==> src/rtl/operand_extender.sv <==
// -----------------------------------------------------------------------------
// operand_extender
//
// Extends an AB-bit immediate field to a DB-bit word and buffers the results
// in a 2-entry FIFO with valid/ready handshakes on both sides.
//
// Extension modes (mode):
//   2'b00  sign-extend   : {DB-AB copies of Addr[AB-1], Addr}
//   2'b01  zero-extend   : {DB-AB zeros, Addr}
//   2'b10  upper-place   : {Addr, DB-AB zeros}
//   2'b11  reserved      : result 0 with out_err = 1
//
// Parameters:
//   AB  width of the immediate field (default 11)
//   DB  width of the extended word   (default 16), AB <= DB
//
// Ports:
//   clk         single clock, rising edge
//   reset       asynchronous, active-high reset
//   in_valid    producer offers Addr/mode
//   in_ready    FIFO has room (registered state only)
//   Addr        immediate field
//   mode        extension mode
//   out_valid   Salida/out_err hold a valid result (FIFO not empty)
//   out_ready   consumer takes the head result
//   Salida      extended result, 0 when out_valid is low
//   out_err     result came from the reserved mode, 0 when out_valid is low
//   xfer_count  16-bit wrapping count of accepted inputs
//               (exists only when the EXT_CNT_EN macro is defined)
//
// Configuration macro: EXT_CNT_EN enables the xfer_count port and counter.
// -----------------------------------------------------------------------------
module operand_extender #(
  parameter int AB = 11,
  parameter int DB = 16
) (
  input  logic          clk,
  input  logic          reset,
  input  logic          in_valid,
  output logic          in_ready,
  input  logic [AB-1:0] Addr,
  input  logic [1:0]    mode,
  output logic          out_valid,
  input  logic          out_ready,
  output logic [DB-1:0] Salida,
  output logic          out_err
`ifdef EXT_CNT_EN
  ,
  output logic [15:0]   xfer_count
`endif
);

  if (AB < 1 || AB > DB) begin : g_bad_width
    $error("operand_extender: AB must satisfy 1 <= AB <= DB");
  end

  localparam logic [1:0] MODE_SEXT  = 2'b00;
  localparam logic [1:0] MODE_ZEXT  = 2'b01;
  localparam logic [1:0] MODE_UPPER = 2'b10;

  // Extension of one immediate; the reserved mode yields zero.
  function automatic logic [DB-1:0] extend(input logic [AB-1:0] a,
                                           input logic [1:0]    m);
    logic signed [AB-1:0] a_s;
    logic signed [DB-1:0] sext;
    logic        [DB-1:0] zext;
    a_s  = a;
    sext = DB'(a_s);
    zext = DB'(a);
    case (m)
      MODE_SEXT:  extend = sext;
      MODE_ZEXT:  extend = zext;
      MODE_UPPER: extend = zext << (DB - AB);
      default:    extend = '0;
    endcase
  endfunction

  function automatic logic is_reserved(input logic [1:0] m);
    is_reserved = (m == 2'b11);
  endfunction

  // Control state
  logic [1:0] r_occ;
  logic       w_push;
  logic       w_pop;

  // Data state: head is the oldest entry, tail the second one
  logic [DB-1:0] r_head_p1;
  logic          r_head_err_p1;
  logic [DB-1:0] r_tail_p1;
  logic          r_tail_err_p1;

  logic [DB-1:0] w_ext_p0;
  logic          w_err_p0;
  logic          vld_p1;

  // ---- stage p0: combinational extension of the offered operand ----
  assign w_ext_p0 = extend(Addr, mode);
  assign w_err_p0 = is_reserved(mode);

  assign in_ready = (r_occ != 2'd2);
  assign vld_p1   = (r_occ != 2'd0);
  assign w_push   = in_valid && in_ready;
  assign w_pop    = vld_p1 && out_ready;

  always_ff @(posedge clk or posedge reset) begin
    if (reset) begin
      r_occ <= 2'd0;
    end else begin
      case ({w_push, w_pop})
        2'b10:   r_occ <= r_occ + 2'd1;
        2'b01:   r_occ <= r_occ - 2'd1;
        default: r_occ <= r_occ;
      endcase
    end
  end

  // ---- stage p1: FIFO storage ----
  // Data registers carry no reset; out_valid gating keeps stale contents
  // invisible. The head is only rewritten when it is consumed or empty, so
  // it is stable while the consumer stalls.
  always_ff @(posedge clk) begin
    case (r_occ)
      2'd0: begin
        if (w_push) begin
          r_head_p1     <= w_ext_p0;
          r_head_err_p1 <= w_err_p0;
        end
      end
      2'd1: begin
        if (w_push && w_pop) begin
          r_head_p1     <= w_ext_p0;
          r_head_err_p1 <= w_err_p0;
        end else if (w_push) begin
          r_tail_p1     <= w_ext_p0;
          r_tail_err_p1 <= w_err_p0;
        end
      end
      default: begin
        if (w_pop) begin
          r_head_p1     <= r_tail_p1;
          r_head_err_p1 <= r_tail_err_p1;
        end
      end
    endcase
  end

  assign out_valid = vld_p1;
  assign Salida    = vld_p1 ? r_head_p1 : '0;
  assign out_err   = vld_p1 ? r_head_err_p1 : 1'b0;

`ifdef EXT_CNT_EN
  logic [15:0] r_xfer_count;

  always_ff @(posedge clk or posedge reset) begin
    if (reset) begin
      r_xfer_count <= 16'd0;
    end else if (w_push) begin
      r_xfer_count <= r_xfer_count + 16'd1;
    end
  end

  assign xfer_count = r_xfer_count;
`endif

endmodule

==> config.mk <==
export PLATFORM = sky130hd
export DESIGN_NAME = operand_extender
export DESIGN_NICKNAME = d
export VERILOG_FILES = /design/src/rtl/operand_extender.sv
export SDC_FILE = /design/constraint.sdc
export NUM_CORES = 1
export LEC_CHECK = 0
export ABC_AREA = 1
export CORE_ASPECT_RATIO = 0.7
export CORE_MARGIN = 2
export CORE_UTILIZATION = 27
export CTS_CLUSTER_DIAMETER = 120
export DETAILED_ROUTE_END_ITERATION = 7
export SLEW_MARGIN = 0
export SYNTH_ARGS = -nofsm -noshare
export SYNTH_HDL_FRONTEND = slang
export SYNTH_SLANG_ARGS = --single-unit
==> constraint.sdc <==
create_clock -name clk -period 7.7 [get_ports clk]
set_input_delay 1.155 -clock clk [delete_from_list [all_inputs] [get_ports clk]]
set_output_delay 1.155 -clock clk [all_outputs]
set_load 0.01 [all_outputs]
* Word level (Yosys, flattened, before mapping)
Index checks and enable logic that the tools add are counted.
Storage, ports and cells: output and inout port bits 19, register bits after elaboration 36, word-level logic and storage cells 39
Cells by class: bitwise gates (word level) 1, multiplexer cells 12, equal/unequal tests 9, add/sub/neg operators 2, reductions and logical operators 10
Operator list (number):
- $mux W16 | 4
- $pmux W16 S3 | 1
- $pmux W16 S2 | 1
- $eq A2 B1 Y1 const B | 3
- $eq A2 B2 Y1 const B | 3
- $ne A2 B2 Y1 const B | 3
- $reduce_and A3 Y1 | 2
- $logic_not A2 Y1 | 2
- $mux W1 | 4
- $pmux W2 S2 | 1
- $reduce_bool A2 Y1 | 2
- $logic_and A1 B1 Y1 | 3
- $reduce_bool A3 Y1 | 1
- $add A2 B1 Y2 const B | 1
- $pmux W1 S2 | 1
- $sub A2 B1 Y2 const B | 1
- $not A1 Y1 | 1

* Depth between registers and ports, before layout
Gate-level depths: netlist of the first run.
depth after elaboration 5, gate-level depth with buffers 11

* Worst setup path after synthesis of the first run
OpenSTA, ideal clock, no wires.
kind input to register, from in in_valid, to reg r_head_err_p1, enable pin, data arrival time 2.298 ns, slack 5.011 ns, required time 7.309 ns, buffers on the path 0, stages 7, path through nand2_1 > inv_1 > ha_1 > inv_1 > nand2_1 > nand2_1 > nor2_1
On the way: word-level cells in the longest chain between the ends 4
RTL lines:
- start: declaration | line 39 | input logic in_valid,
- $logic_and A1 B1 Y1 (*) | line 103 | assign w_push = in_valid && in_ready;
- $logic_and A1 B1 Y1 | line 131 | if (w_push && w_pop) begin
- $ne A2 B2 Y1 (no line)
- $reduce_and A3 Y1 (no line) (*)
- end signal: assignment | line 127 | r_head_err_p1 <= w_err_p0;
- end signal: assignment | line 133 | r_head_err_p1 <= w_err_p0;
- end signal: assignment | line 142 | r_head_err_p1 <= r_tail_err_p1;
- end: declaration | line 89 | logic r_head_err_p1;
Every way passes the cells marked *; elsewhere a longest branch is shown, timed or not. A chain may end at the register's enable or synchronous reset.

* Worst setup path after layout of the first run
from reg r_occ[0], to out out_valid
On the way: word-level cells in the longest chain between the ends 1
RTL lines:
- start: declaration | line 83 | logic [1:0] r_occ;
- start signal: assignment | line 111 | 2'b10: r_occ <= r_occ + 2'd1;
- start signal: assignment | line 112 | 2'b01: r_occ <= r_occ - 2'd1;
- start signal: assignment | line 113 | default: r_occ <= r_occ;
- $reduce_bool A2 Y1 | line 102 | assign vld_p1 = (r_occ != 2'd0);
- end: declaration | line 43 | output logic out_valid,
Every way passes these cells.

==> results of run 1 <==
## per-layer routing
metal  GRT usage [%]  wire length [um]  up-vias
met4           3.111                50        0
met2           16.15              1530       35
met5               0                 0        -
met3           3.757               232        5
li1                -                 -      693
met1           13.37              1586      577
## state kept, by name (all words and copies together) (netlist names)
name	flops
r_head_p1	16
r_tail_p1	16
r_occ	2
r_head_err_p1	1
r_tail_err_p1	1
## where the power goes
part           total (W)  leakage [nW]  switching, W  internal, W
clock network   0.000124        0.0399     0.0000616    0.0000629
logic           0.000430         0.692      0.000247     0.000183
registers       0.000338         0.348     0.0000180     0.000320
total           0.000893          1.08      0.000327     0.000566
## final cells by class
class | instances | area [um2]
clock buffers | 7 | 76.32
clock inverters | 1 | 3.754
fillers | 686 | 4051
inverters | 37 | 138.9
multi-input cells | 125 | 553.0
flip-flops and latches | 36 | 1071
well taps | 91 | 113.9
repair buffers | 36 | 357.8
## worst max-delay path by stage
stage | endpoint | cells after the start | slack, ps | start
2_1_floorplan | r_head_err_p1$_DFFE_PP_ | 7 | 5010 | in_valid
3_3_place_gp | Salida[3] | 4 | 4710 | r_occ[0]$_DFFE_PP0P_
3_5_place_dp | Salida[0] | 4 | 4670 | r_occ[0]$_DFFE_PP0P_
4_1_cts | Salida[0] | 4 | 4360 | r_occ[0]$_DFFE_PP0P_
5_1_grt | Salida[0] | 4 | 4240 | r_occ[0]$_DFFE_PP0P_
6_report | out_valid | 4 | 4430 | r_occ[0]$_DFFE_PP0P_
## worst min-delay path, cell delays in order, from the launching register on
cell	delay, ps
sky130_fd_sc_hd__edfxtp_1	320
sky130_fd_sc_hd__nand2_1	50
sky130_fd_sc_hd__nand2_1	50
## logic make-up (layout without fill, tap and decap cells)
family | count (synthesis) | in the layout | share of synthesized area (%)
xor gates and xnor gates | 2 | 2 | 0.9684
AOI/OAI and AO/OA | 1 | 1 | 0.2764
DFF | 36 | 36 | 59.20
buffers and inverters | 43 | 81 | 10.23
and+or+nand+nor | 116 | 116 | 25.17
adders and majority gates | 6 | 6 | 4.149
## through the flow
stage / cell area, um2 / utilization [%]
2_1_floorplan: 1809 / -
3_3_place_gp: 2235 / 35.10
3_5_place_dp: 2235 / 35.10
4_1_cts: 2315 / 36.36
5_1_grt: 2315 / 36.36
6_report: 2315 / 36.36
## cells in the final DEF (no fill, tap or decap)
cell type / synthesis / routed
sky130_fd_sc_hd__o21ai_0: 1 / 1
sky130_fd_sc_hd__nor2_4: 1 / 1
sky130_fd_sc_hd__inv_1: 35 / 35
sky130_fd_sc_hd__nand3_1: 10 / 10
sky130_fd_sc_hd__ha_1: 6 / 6
sky130_fd_sc_hd__clkdlybuf4s50_1: 0 / 35
sky130_fd_sc_hd__clkinv_1: 1 / 2
sky130_fd_sc_hd__xor2_1: 1 / 1
sky130_fd_sc_hd__dfrtp_1: 2 / 2
sky130_fd_sc_hd__inv_2: 1 / 1
sky130_fd_sc_hd__clkbuf_8: 0 / 5
sky130_fd_sc_hd__nand2_1: 79 / 79
sky130_fd_sc_hd__edfxtp_1: 34 / 34
sky130_fd_sc_hd__xnor2_1: 1 / 1
sky130_fd_sc_hd__clkbuf_1: 1 / 2
sky130_fd_sc_hd__nor2_1: 26 / 26
sky130_fd_sc_hd__buf_4: 2 / 1
==> impl_table.tex, run 1 <==
\begin{tabular}{lr}
\hline
Metric & Value \\
\hline
\multicolumn{2}{l}{\textbf{Global routing}} \\
Via count of the first global-routing pass & between 1,000 and 1,500 \\
Number of antenna violations at the first check in global routing & 0 \\
Total overflow reported by the global router & 0 \\
Total GRT Usage & 10.29\% \\
Global-route wire length before repair & 5768 um \\
Maximum number of pins on one net before global-route repair & 22 \\
\multicolumn{2}{l}{\textbf{CTS}} \\
Number of buffers added to fix hold violations after cts & 0 \\
\# H-tree levels & 2 \\
Source-to-sink clock delay at the later pin of the worst-skew pair & about 280 ps \\
Clock sink count & 36 \\
Largest buffer count on any clock path & 2 \\
Gates resized, CTS repair & 0 \\
Buffer cell driving the clock tree root & sky130\_fd\_sc\_hd\_\_clkbuf\_8 \\
Clock input transition at the sequential cells of the worst setup and hold paths & roughly 60 ps \\
CTS Buf Count & 5 \\
Buffer count from post-CTS setup fixing & 0 \\
CTS tree & done \\
\multicolumn{2}{l}{\textbf{Timing}} \\
Post-Route Setup TNS & 0 ps \\
RSZ-0062 raised after global routing & false \\
Highest achievable clock rate & 306.2 MHz \\
Min Hold Slack & 516.7 ps \\
Max Slew Vio Count & 0 \\
Final Hold Vio Count & 0 \\
Final setup skew & around 2.8 ps \\
Total setup violations reported at the end of the flow & 0 \\
Worst-case headroom to the max-slew limit & $\sim$48\% \\
Pin slew with the least headroom to its limit & 776.8 ps \\
Min setup slack post-route & 4434 ps \\
Share of the clock period used by the worst path after layout & 42.41\% \\
Minimum clock period & between 3000 and 4000 ps \\
\multicolumn{2}{l}{\textbf{Yosys}} \\
Count leader, synth & sky130\_fd\_sc\_hd\_\_nand2\_1 \\
Net Count, Synth & 227 \\
Seq cells post-synth & 36 \\
Commonest cells in the synthesized netlist & sky130\_fd\_sc\_hd\_\_nand2\_1 (79), sky130\_fd\_sc\_hd\_\_inv\_1 (35), sky130\_fd\_sc\_hd\_\_edfxtp\_1 (34), sky130\_fd\_sc\_hd\_\_nor2\_1 (26), sky130\_fd\_sc\_hd\_\_nand3\_1 (10) \\
Synth Instances & slightly above 200 \\
Post-synth EDFFs & 34 \\
Mean Syn Cell Area & roughly 8.9 um2 \\
Most instantiated flip-flop cell in the synthesis netlist & sky130\_fd\_sc\_hd\_\_edfxtp\_1 \\
Post-synthesis async set-or-reset flop share & 5.556\% \\
Portion of the post-synthesis area used by sequential elements & 59.20\% \\
Proportion of netlist area held by the largest area contributor & a little under three fifths \\
Post-synthesis cell type count & 17 \\
Number of warnings reported in the yosys synthesis log & 0 \\
Top cell type by total area after synthesis & sky130\_fd\_sc\_hd\_\_edfxtp\_1 \\
Synthesized area & 1809 um2 \\
Top area cells in the synthesized netlist & sky130\_fd\_sc\_hd\_\_edfxtp\_1 (56\%), sky130\_fd\_sc\_hd\_\_nand2\_1 (16\%), sky130\_fd\_sc\_hd\_\_inv\_1 (7.3\%) \\
\multicolumn{2}{l}{\textbf{Placement}} \\
Worst slack, placed & 4671 ps \\
Number of buffers added on ports & 35 \\
Cells after DPL & 325 \\
RePlAce Congestion & 0.7443 \\
HPWL after detailed placement & about 2500 um \\
\multicolumn{2}{l}{\textbf{Worst setup path}} \\
CP startpoint kind & flop \\
Capture point of the worst reg-to-reg path & r\_tail\_p1[15]\$\_DFFE\_PP\_ \\
Data arrival, critical path & 2110 ps \\
Biggest fanout along the worst timing path & 21 \\
R2r setup slk & 5150 ps \\
Max incr delay on CP & around 670 ps \\
Sort of element at the end of the critical path & output pin \\
Endpoint required time on the critical path & 6550 ps \\
Cell repeated most along the worst path & sky130\_fd\_sc\_hd\_\_inv\_1 \\
Launch instance of the worst register-to-register path & r\_occ[0]\$\_DFFE\_PP0P\_ \\
Chain of cells forming the critical path & inv\_1, ha\_1, inv\_1, clkdlybuf4s50\_1 \\
Crit path buf inv count & 3 \\
Worst Path Class, Setup & flop to output pin \\
Critical-path top delay cell & sky130\_fd\_sc\_hd\_\_ha\_1 \\
Length in cells of the worst reg-to-reg path & 7 \\
Cell type group with the largest total delay on the critical path & buffers and inverters \\
\multicolumn{2}{l}{\textbf{Routing}} \\
Count of unresolved DRC violations after routing & 0 \\
Number of iterations in the first detailed-routing pass & 4 \\
Overall routed net length & around 3400 um \\
Detailed Route Iter0 Violations & 55 \\
Count of antenna-violating nets left after detailed routing & 0 \\
Overall via count from detail\_route & about 1,300 \\
Mean number of vias per cell & 3.934 \\
Per-cell routed wire length & 10.20 um \\
\multicolumn{2}{l}{\textbf{Min path}} \\
Min-Delay Endpoint & r\_head\_p1[6]\$\_DFFE\_PP\_ \\
Worst hold path depth & 2 \\
HP Start & r\_tail\_p1[6]\$\_DFFE\_PP\_ \\
Hold Path Class & flop to flop \\
\multicolumn{2}{l}{\textbf{Power}} \\
Pwr dens & a little under 400 nW/um2 \\
Leak & 1.080 nW \\
Overall power of the completed layout & $\sim$0.0009 W \\
Maximum vdd drop & just under 0.1 mV \\
\multicolumn{2}{l}{\textbf{Layout}} \\
Layout area overhead & 27.94\% \\
Ant. Diodes & 0 \\
Layout net count & 264 \\
Layout cells sized above 1 & 3.306\% \\
Cell Count, Final, Fillers Out & between 300 and 400 \\
\multicolumn{2}{l}{\textbf{Die}} \\
I/O pin cnt & 36 \\
Die outline area & 7382 um2 \\
Standard-cell row count & 24 \\
Horizontal die dimension & 101.8 um \\
Initial Util & roughly 28\% \\
Die Y-Extent & 72.49 um \\
Core Box Area & 6366 um2 \\
\multicolumn{2}{l}{\textbf{Run status}} \\
Run status & finished clean \\
\multicolumn{2}{l}{\textbf{Flow run}} \\
Max\_cap viols & 0 \\
\hline
\end{tabular}
(Power assumes the default switching activity.)
==> run 2: changes to the inputs <==
- clock period: 7.7 -> 3.2 ns (I/O delays scaled with it)
==> run 2 against run 1 <==
Net effect:
- sequential cell count unchanged
- register-to-register slack worse by 4500 ps
- clock skew rose by 3.2 ps
- non-clock buffer count rose by 1
- critical endpoint unchanged
- sequential power up 140%
- largest cell class unchanged
- final area increased by 1.5%
- first-iteration DRC count is 9.1% lower
- combinational power up 140%
- setup slack got worse by 3900 ps
- power rose to 2.5 times the previous value
- hold slack got worse by 190 ps
==> impl_table.tex, run 2 (same netlist as run 1, synthesis figures left out) <==
\begin{tabular}{lr}
\hline
Metric & Value \\
\hline
\multicolumn{2}{l}{\textbf{Run status}} \\
Run status & finished clean \\
\multicolumn{2}{l}{\textbf{Routing}} \\
Number of iterations in the first detailed-routing pass & 4 (unchanged) \\
Overall routed net length & 3424 um (+0.77\%) \\
Per-cell routed wire length & 10.25 um (+0.46\%) \\
Overall via count from detail\_route & 1,296 (-1.1\%) \\
Count of antenna-violating nets left after detailed routing & 0 (unchanged) \\
Mean number of vias per cell & 3.880 (-1.4\%) \\
Count of unresolved DRC violations after routing & 0 (unchanged) \\
Detailed Route Iter0 Violations & 50 (-9.1\%) \\
\multicolumn{2}{l}{\textbf{Worst setup path}} \\
Critical-path top delay cell & sky130\_fd\_sc\_hd\_\_ha\_1 \\
Cell type group with the largest total delay on the critical path & buffers and inverters \\
Biggest fanout along the worst timing path & 21 (unchanged) \\
Sort of element at the end of the critical path & output pin \\
Cell repeated most along the worst path & sky130\_fd\_sc\_hd\_\_inv\_1 \\
Chain of cells forming the critical path & inv\_1, ha\_1, inv\_1, clkdlybuf4s50\_1 \\
Worst Path Class, Setup & flop to output pin \\
CP startpoint kind & flop \\
Data arrival, critical path & 2150 ps (+40 ps) \\
Endpoint required time on the critical path & 2720 ps (-3830 ps) \\
Max incr delay on CP & 680 ps (about the same) \\
Crit path buf inv count & 3 (unchanged) \\
\multicolumn{2}{l}{\textbf{CTS}} \\
Buffer cell driving the clock tree root & sky130\_fd\_sc\_hd\_\_clkbuf\_8 \\
\# H-tree levels & 2 (unchanged) \\
Buffer count from post-CTS setup fixing & 0 (unchanged) \\
Gates resized, CTS repair & 0 (unchanged) \\
Clock sink count & 36 (unchanged) \\
Clock input transition at the sequential cells of the worst setup and hold paths & 70 ps (about the same) \\
Largest buffer count on any clock path & 2 (unchanged) \\
Number of buffers added to fix hold violations after cts & 0 (unchanged) \\
Source-to-sink clock delay at the later pin of the worst-skew pair & 290 ps (about the same) \\
CTS Buf Count & 5 (unchanged) \\
CTS tree & done \\
\multicolumn{2}{l}{\textbf{Layout}} \\
Largest registers in the final layout & r\_head\_p1 x16, r\_tail\_p1 x16, r\_occ x2 \\
Layout net count & 265 (+0.38\%) \\
Most common cell after layout, fill and taps aside & sky130\_fd\_sc\_hd\_\_nand2\_1 \\
Layout area overhead & 29.88\% \\
Layout cells sized above 1 & 4.527\% (+1.2 points) \\
Highest-count cells in the layout ignoring fill and taps & sky130\_fd\_sc\_hd\_\_nand2\_1 (79), sky130\_fd\_sc\_hd\_\_inv\_1 (35), sky130\_fd\_sc\_hd\_\_clkdlybuf4s50\_1 (35) \\
Ant. Diodes & 0 (unchanged) \\
\multicolumn{2}{l}{\textbf{Global routing}} \\
Number of antenna violations at the first check in global routing & 0 (unchanged) \\
Total GRT Usage & 10.38\% (+0.089 points) \\
Maximum number of pins on one net before global-route repair & 22 (unchanged) \\
Global-route wire length before repair & 5775 um (+0.12\%) \\
Via count of the first global-routing pass & 1,255 (+2.1\%) \\
Total overflow reported by the global router & 0 (unchanged) \\
\multicolumn{2}{l}{\textbf{Die}} \\
Horizontal die dimension & 101.8 um (unchanged) \\
Die outline area & 7382 um2 (unchanged) \\
Die Y-Extent & 72.49 um (unchanged) \\
Standard-cell row count & 24 (unchanged) \\
Initial Util & 28.42\% (unchanged) \\
I/O pin cnt & 36 (unchanged) \\
Core Box Area & 6366 um2 (unchanged) \\
\multicolumn{2}{l}{\textbf{Timing}} \\
Highest achievable clock rate & 379.7 MHz \\
Post-Route Setup TNS & 0 ps (unchanged) \\
Pin slew with the least headroom to its limit & 803.0 ps (+26.21 ps) \\
Final Hold Vio Count & 0 (unchanged) \\
Minimum clock period & 2634 ps \\
Share of the clock period used by the worst path after layout & 82.31\% \\
Final setup skew & 6.062 ps (+3.216 ps) \\
Total setup violations reported at the end of the flow & 0 (unchanged) \\
Max Slew Vio Count & 0 (unchanged) \\
Worst-case headroom to the max-slew limit & 46.47\% (-1.7 points) \\
RSZ-0062 raised after global routing & false \\
Min setup slack post-route & 566.1 ps (-3868 ps) \\
\multicolumn{2}{l}{\textbf{Flow run}} \\
Max\_cap viols & 0 (unchanged) \\
\multicolumn{2}{l}{\textbf{Placement}} \\
HPWL after detailed placement & 2477 um (-0.16\%) \\
Worst slack, placed & 599.7 ps (-4071 ps) \\
Number of buffers added on ports & 35 (unchanged) \\
RePlAce Congestion & 0.7749 (+4.1\%) \\
\multicolumn{2}{l}{\textbf{Power}} \\
Maximum vdd drop & 0.3287 mV (+240\%) \\
Leak & 1.100 nW (+1.9\%) \\
Pwr dens & 954.9 nW/um2 (+150\%) \\
\multicolumn{2}{l}{\textbf{Min path}} \\
Hold Path Class & primary input to async pin \\
\hline
\end{tabular}
[run 2: through the flow]
| stage | utilization [%] | power [W] | hold slack (ps) | area, um2 | instances |
|---|---|---|---|---|---|
| after floorplan | - | 0.001450 | 221.2 | 1809 | 204 |
| final | 36.91 | 0.002244 | 331.6 | 2350 | 334 |
| after detailed placement | 35.22 | 0.001882 | 500.6 | 2242 | 326 |
| after CTS | 36.91 | 0.002279 | 324.0 | 2350 | 334 |
| after global placement | 35.22 | 0.001874 | 500.6 | 2242 | 326 |
| after global routing | 36.91 | 0.002421 | 339.7 | 2350 | 334 |
[run 2: area by class of cell]
type / instances / area [um2]
flip-flops and latches: 36 / 1071
fillers: 671 / 4016
clock inverters: 2 / 35.03
repair buffers: 37 / 365.4
clock buffers: 6 / 72.57
inverters: 37 / 138.9
well taps: 91 / 113.9
multi-input cells: 125 / 553.0
[run 2: report_power, final]
| part | internal [W] | total (W) | switching, W |
|---|---|---|---|
| clock network | 0.000231 | 0.000393 | 0.000162 |
| registers | 0.000770 | 0.000816 | 0.0000459 |
| logic | 0.000439 | 0.00103 | 0.000595 |
| total | 0.00144 | 0.00224 | 0.000803 |
[run 2: worst register-to-register path, delay by kind of cell, from the launching register on]
family	cells	cell delay, ps
buf+inv	3	750
flops	1	420
simple gates	2	170
fa+ha+maj	2	830
[run 2: layer usage]
layer | part of all wire [%] | vias up | GRT usage (%) | wire (um)
met4 | 0.79 | 0 | 3.556 | 27
met2 | 43 | 25 | 15.79 | 1485
met1 | 51 | 576 | 13.88 | 1756
li1 | - | 693 | - | -
met3 | 4.5 | 2 | 3.565 | 154
met5 | 0 | - | 0 | 0
[run 2: final timing paths]
| path | endpoint | cells past startpoint | slack, ps | startpoint |
|---|---|---|---|---|
| max reg2reg | r_tail_p1[0]$_DFFE_PP_ | 7 | 660 | r_occ[1]$_DFFE_PP0P_ |
| min | r_occ[1]$_DFFE_PP0P_ | 2 | 330 | reset |
| min in group clk | r_head_p1[7]$_DFFE_PP_ | 2 | 520 | r_tail_p1[7]$_DFFE_PP_ |
| max | out_valid | 4 | 570 | r_occ[1]$_DFFE_PP0P_ |
| max in group asynchronous | r_occ[0]$_DFFE_PP0P_ | 2 | 2760 | reset |
| min reg2reg | r_head_p1[7]$_DFFE_PP_ | 2 | 520 | r_tail_p1[7]$_DFFE_PP_ |
==> run 3: changes to the inputs <==
- clock period: 3.2 -> 2.54 ns (I/O delays scaled with it)
==> run 3 against run 2 <==
Net effect:
- non-clock buffer count increased by 3
- global-route usage increased by 0.15 points
- sequential power increased by 26%
- clock-buffer cell count decreased by 1
- routed wire length increased by 3.8%
- first-iteration DRC count increased by 110%
- die area unchanged
- sequential cell count unchanged
- via count increased by 2.1%
- setup slack got worse by 270 ps
- critical path type unchanged
- critical endpoint is now Salida[8]
- largest cell class unchanged
- highest routed layer unchanged
==> impl_table.tex, run 3 (same netlist as run 1, synthesis figures left out) <==
\begin{tabular}{lr}
\hline
Metric & Value \\
\hline
\multicolumn{2}{l}{\textbf{Worst setup path}} \\
Biggest fanout along the worst timing path & 21 (unchanged) \\
Crit path buf inv count & 3 (unchanged) \\
Cell type group with the largest total delay on the critical path & buffers and inverters \\
Max incr delay on CP & 540 ps (-140 ps) \\
Critical-path top delay cell & sky130\_fd\_sc\_hd\_\_clkdlybuf4s50\_1 \\
Endpoint required time on the critical path & 2160 ps (-560 ps) \\
CP startpoint kind & flop \\
Sort of element at the end of the critical path & output pin \\
Worst Path Class, Setup & flop to output pin \\
Chain of cells forming the critical path & inv\_1, ha\_1, buf\_4, nor2\_1, clkdlybuf4s50\_1 \\
Data arrival, critical path & 1870 ps (-280 ps) \\
\multicolumn{2}{l}{\textbf{Timing}} \\
Pin slew with the least headroom to its limit & 345.9 ps (-457.1 ps) \\
Worst-case headroom to the max-slew limit & 76.87\% (+30 points) \\
Minimum clock period & 2249 ps \\
Share of the clock period used by the worst path after layout & 88.53\% \\
Final setup skew & 2.367 ps (-3.695 ps) \\
Post-Route Setup TNS & 0 ps (unchanged) \\
RSZ-0062 raised after global routing & false \\
Max Slew Vio Count & 0 (unchanged) \\
Total setup violations reported at the end of the flow & 0 (unchanged) \\
Highest achievable clock rate & 444.7 MHz \\
Final Hold Vio Count & 0 (unchanged) \\
\multicolumn{2}{l}{\textbf{Die}} \\
Die Y-Extent & 72.49 um (unchanged) \\
Initial Util & 28.42\% (unchanged) \\
Standard-cell row count & 24 (unchanged) \\
Horizontal die dimension & 101.8 um (unchanged) \\
Core Box Area & 6366 um2 (unchanged) \\
I/O pin cnt & 36 (unchanged) \\
Die outline area & 7382 um2 (unchanged) \\
\multicolumn{2}{l}{\textbf{Layout}} \\
Most common cell after layout, fill and taps aside & sky130\_fd\_sc\_hd\_\_nand2\_1 \\
Ant. Diodes & 0 (unchanged) \\
Post-Layout Inst Area & 2360 um2 (+0.43\%) \\
Largest registers in the final layout & r\_head\_p1 x16, r\_tail\_p1 x16, r\_occ x2 \\
Layout cells sized above 1 & 5.691\% (+1.2 points) \\
End-of-flow core utilization & 37.07\% (+0.16 points) \\
Highest-count cells in the layout ignoring fill and taps & sky130\_fd\_sc\_hd\_\_nand2\_1 (79), sky130\_fd\_sc\_hd\_\_inv\_1 (35), sky130\_fd\_sc\_hd\_\_clkdlybuf4s50\_1 (35) \\
Layout net count & 268 (+1.1\%) \\
Layout area overhead & 30.43\% \\
\multicolumn{2}{l}{\textbf{Global routing}} \\
Maximum number of pins on one net before global-route repair & 22 (unchanged) \\
Total GRT Usage & 10.53\% (+0.15 points) \\
Total overflow reported by the global router & 0 (unchanged) \\
Number of antenna violations at the first check in global routing & 0 (unchanged) \\
Global-route wire length before repair & 5858 um (+1.4\%) \\
Via count of the first global-routing pass & 1,293 (+3.0\%) \\
\multicolumn{2}{l}{\textbf{Power}} \\
Part of the total power dissipated in combinational logic & 48.8\% (+2.7 points) \\
Part of the power in the clock network & 14.0\% (-3.5 points) \\
Leak & 1.108 nW (+0.76\%) \\
Switching Fraction & 36.78\% (+0.99 points) \\
Net load switching power & 0.001015 W (+26\%) \\
Maximum vdd drop & 0.3548 mV (+8.0\%) \\
Cell internal power dissipation & 0.001745 W (+21\%) \\
Seq pwr share & 37.2\% (+0.8 points) \\
Pwr dens & 1170 nW/um2 (+23\%) \\
\multicolumn{2}{l}{\textbf{Routing}} \\
WL met1 & 1693 um (-3.6\%) \\
Number of iterations in the first detailed-routing pass & 4 (unchanged) \\
Highest signal layer in the routed design & met4 \\
Overall routed net length & 3555 um (+3.8\%) \\
Detailed Route Iter0 Violations & 104 (+110\%) \\
Total met2 wirelength after detailed routing & 1644 um (+11\%) \\
Count of antenna-violating nets left after detailed routing & 0 (unchanged) \\
Overall via count from detail\_route & 1,323 (+2.1\%) \\
Mean number of vias per cell & 3.926 (+1.2\%) \\
Count of unresolved DRC violations after routing & 0 (unchanged) \\
Per-cell routed wire length & 10.55 um (+2.9\%) \\
Met3 wire length & 179 um (+16\%) \\
\multicolumn{2}{l}{\textbf{CTS}} \\
\# H-tree levels & 2 (unchanged) \\
Buffer cell driving the clock tree root & sky130\_fd\_sc\_hd\_\_clkbuf\_8 \\
Number of buffers added to fix hold violations after cts & 0 (unchanged) \\
CTS tree & done \\
Clock sink count & 36 (unchanged) \\
CTS Buf Count & 5 (unchanged) \\
Buffer count from post-CTS setup fixing & 0 (unchanged) \\
Gates resized, CTS repair & 0 (unchanged) \\
Clock input transition at the sequential cells of the worst setup and hold paths & 70 ps (about the same) \\
Largest buffer count on any clock path & 2 (unchanged) \\
Source-to-sink clock delay at the later pin of the worst-skew pair & 280 ps (about the same) \\
\multicolumn{2}{l}{\textbf{Placement}} \\
Number of buffers added on ports & 35 (unchanged) \\
HPWL after detailed placement & 2613 um (+5.5\%) \\
RePlAce Congestion & 0.7861 (+1.4\%) \\
Area after DPL & 2277 um2 (+1.6\%) \\
\multicolumn{2}{l}{\textbf{Min path}} \\
Hold Path Class & primary input to async pin \\
\multicolumn{2}{l}{\textbf{Run status}} \\
Run status & finished clean \\
\multicolumn{2}{l}{\textbf{Flow run}} \\
Max\_cap viols & 0 (unchanged) \\
\hline
\end{tabular}
## run 3: cell count changes in the layout (fill, tap and decap cells not counted), sizes merged
| cell | previous run | this run |
|---|---|---|
| buf | 2 | 5 |
| clkinv | 2 | 4 |
| bufinv | 1 | 0 |
| clkbuf | 6 | 5 |
## run 3: stage by stage
step                      instances  hold slack (ps)  power, W  setup WS, ps
after global placement          329            502.0  0.002408         514.3
after global routing            337            258.9  0.002982         167.4
after detailed placement        329            503.7  0.002423         438.7
after CTS                       337            236.0  0.002815         248.7
final                           337            240.0  0.002760         291.2
after floorplan                 204            122.2  0.001827         25.10
## run 3: layout make-up
class,instances,area (um2)
clock buffers,5,68.82
inverters,37,138.9
repair buffers,40,400.4
flip-flops and latches,36,1071
well taps,91,113.9
clock inverters,3,13.76
fillers,676,4006
multi-input cells,125,553.0
## run 3: power by group through the flow
stage	registers (W)	logic [W]	clock network, W
6_report	0.00103	0.00135	0.000386
5_1_grt	0.00106	0.00151	0.000418
4_1_cts	0.00103	0.00139	0.000401
3_5_place_dp	0.00104	0.00138	0
3_3_place_gp	0.00104	0.00137	0
2_1_floorplan	0.00103	0.000794	0
## run 3: final timing paths
check	start	end	slack (ps)	cells past startpoint
max reg2reg	r_occ[0]$_DFFE_PP0P_	r_head_p1[5]$_DFFE_PP_	450	12
max	r_occ[0]$_DFFE_PP0P_	Salida[8]	290	5
min reg2reg	r_tail_p1[3]$_DFFE_PP_	r_head_p1[3]$_DFFE_PP_	520	2
min	reset	r_occ[1]$_DFFE_PP0P_	240	2
max in group asynchronous	reset	r_occ[0]$_DFFE_PP0P_	2200	2
min in group clk	r_tail_p1[3]$_DFFE_PP_	r_head_p1[3]$_DFFE_PP_	520	2
## run 3: worst register-to-register path: stages, from the launching register on
cell	delay [ps]
sky130_fd_sc_hd__dfrtp_1	410
sky130_fd_sc_hd__inv_1	80
sky130_fd_sc_hd__ha_1	200
sky130_fd_sc_hd__buf_4	210
sky130_fd_sc_hd__inv_1	100
sky130_fd_sc_hd__nand2_1	70
sky130_fd_sc_hd__inv_1	80
sky130_fd_sc_hd__ha_1	150
sky130_fd_sc_hd__inv_1	40
sky130_fd_sc_hd__nand2_1	40
sky130_fd_sc_hd__nand2_1	50
sky130_fd_sc_hd__nor2_1	100
sky130_fd_sc_hd__buf_4	250
## run 3: metal layers
layer,global-route usage [%],up-vias
met5,0,-
met4,3.556,0
met3,3.179,5
met2,17.84,32
met1,12.85,585
li1,-,701
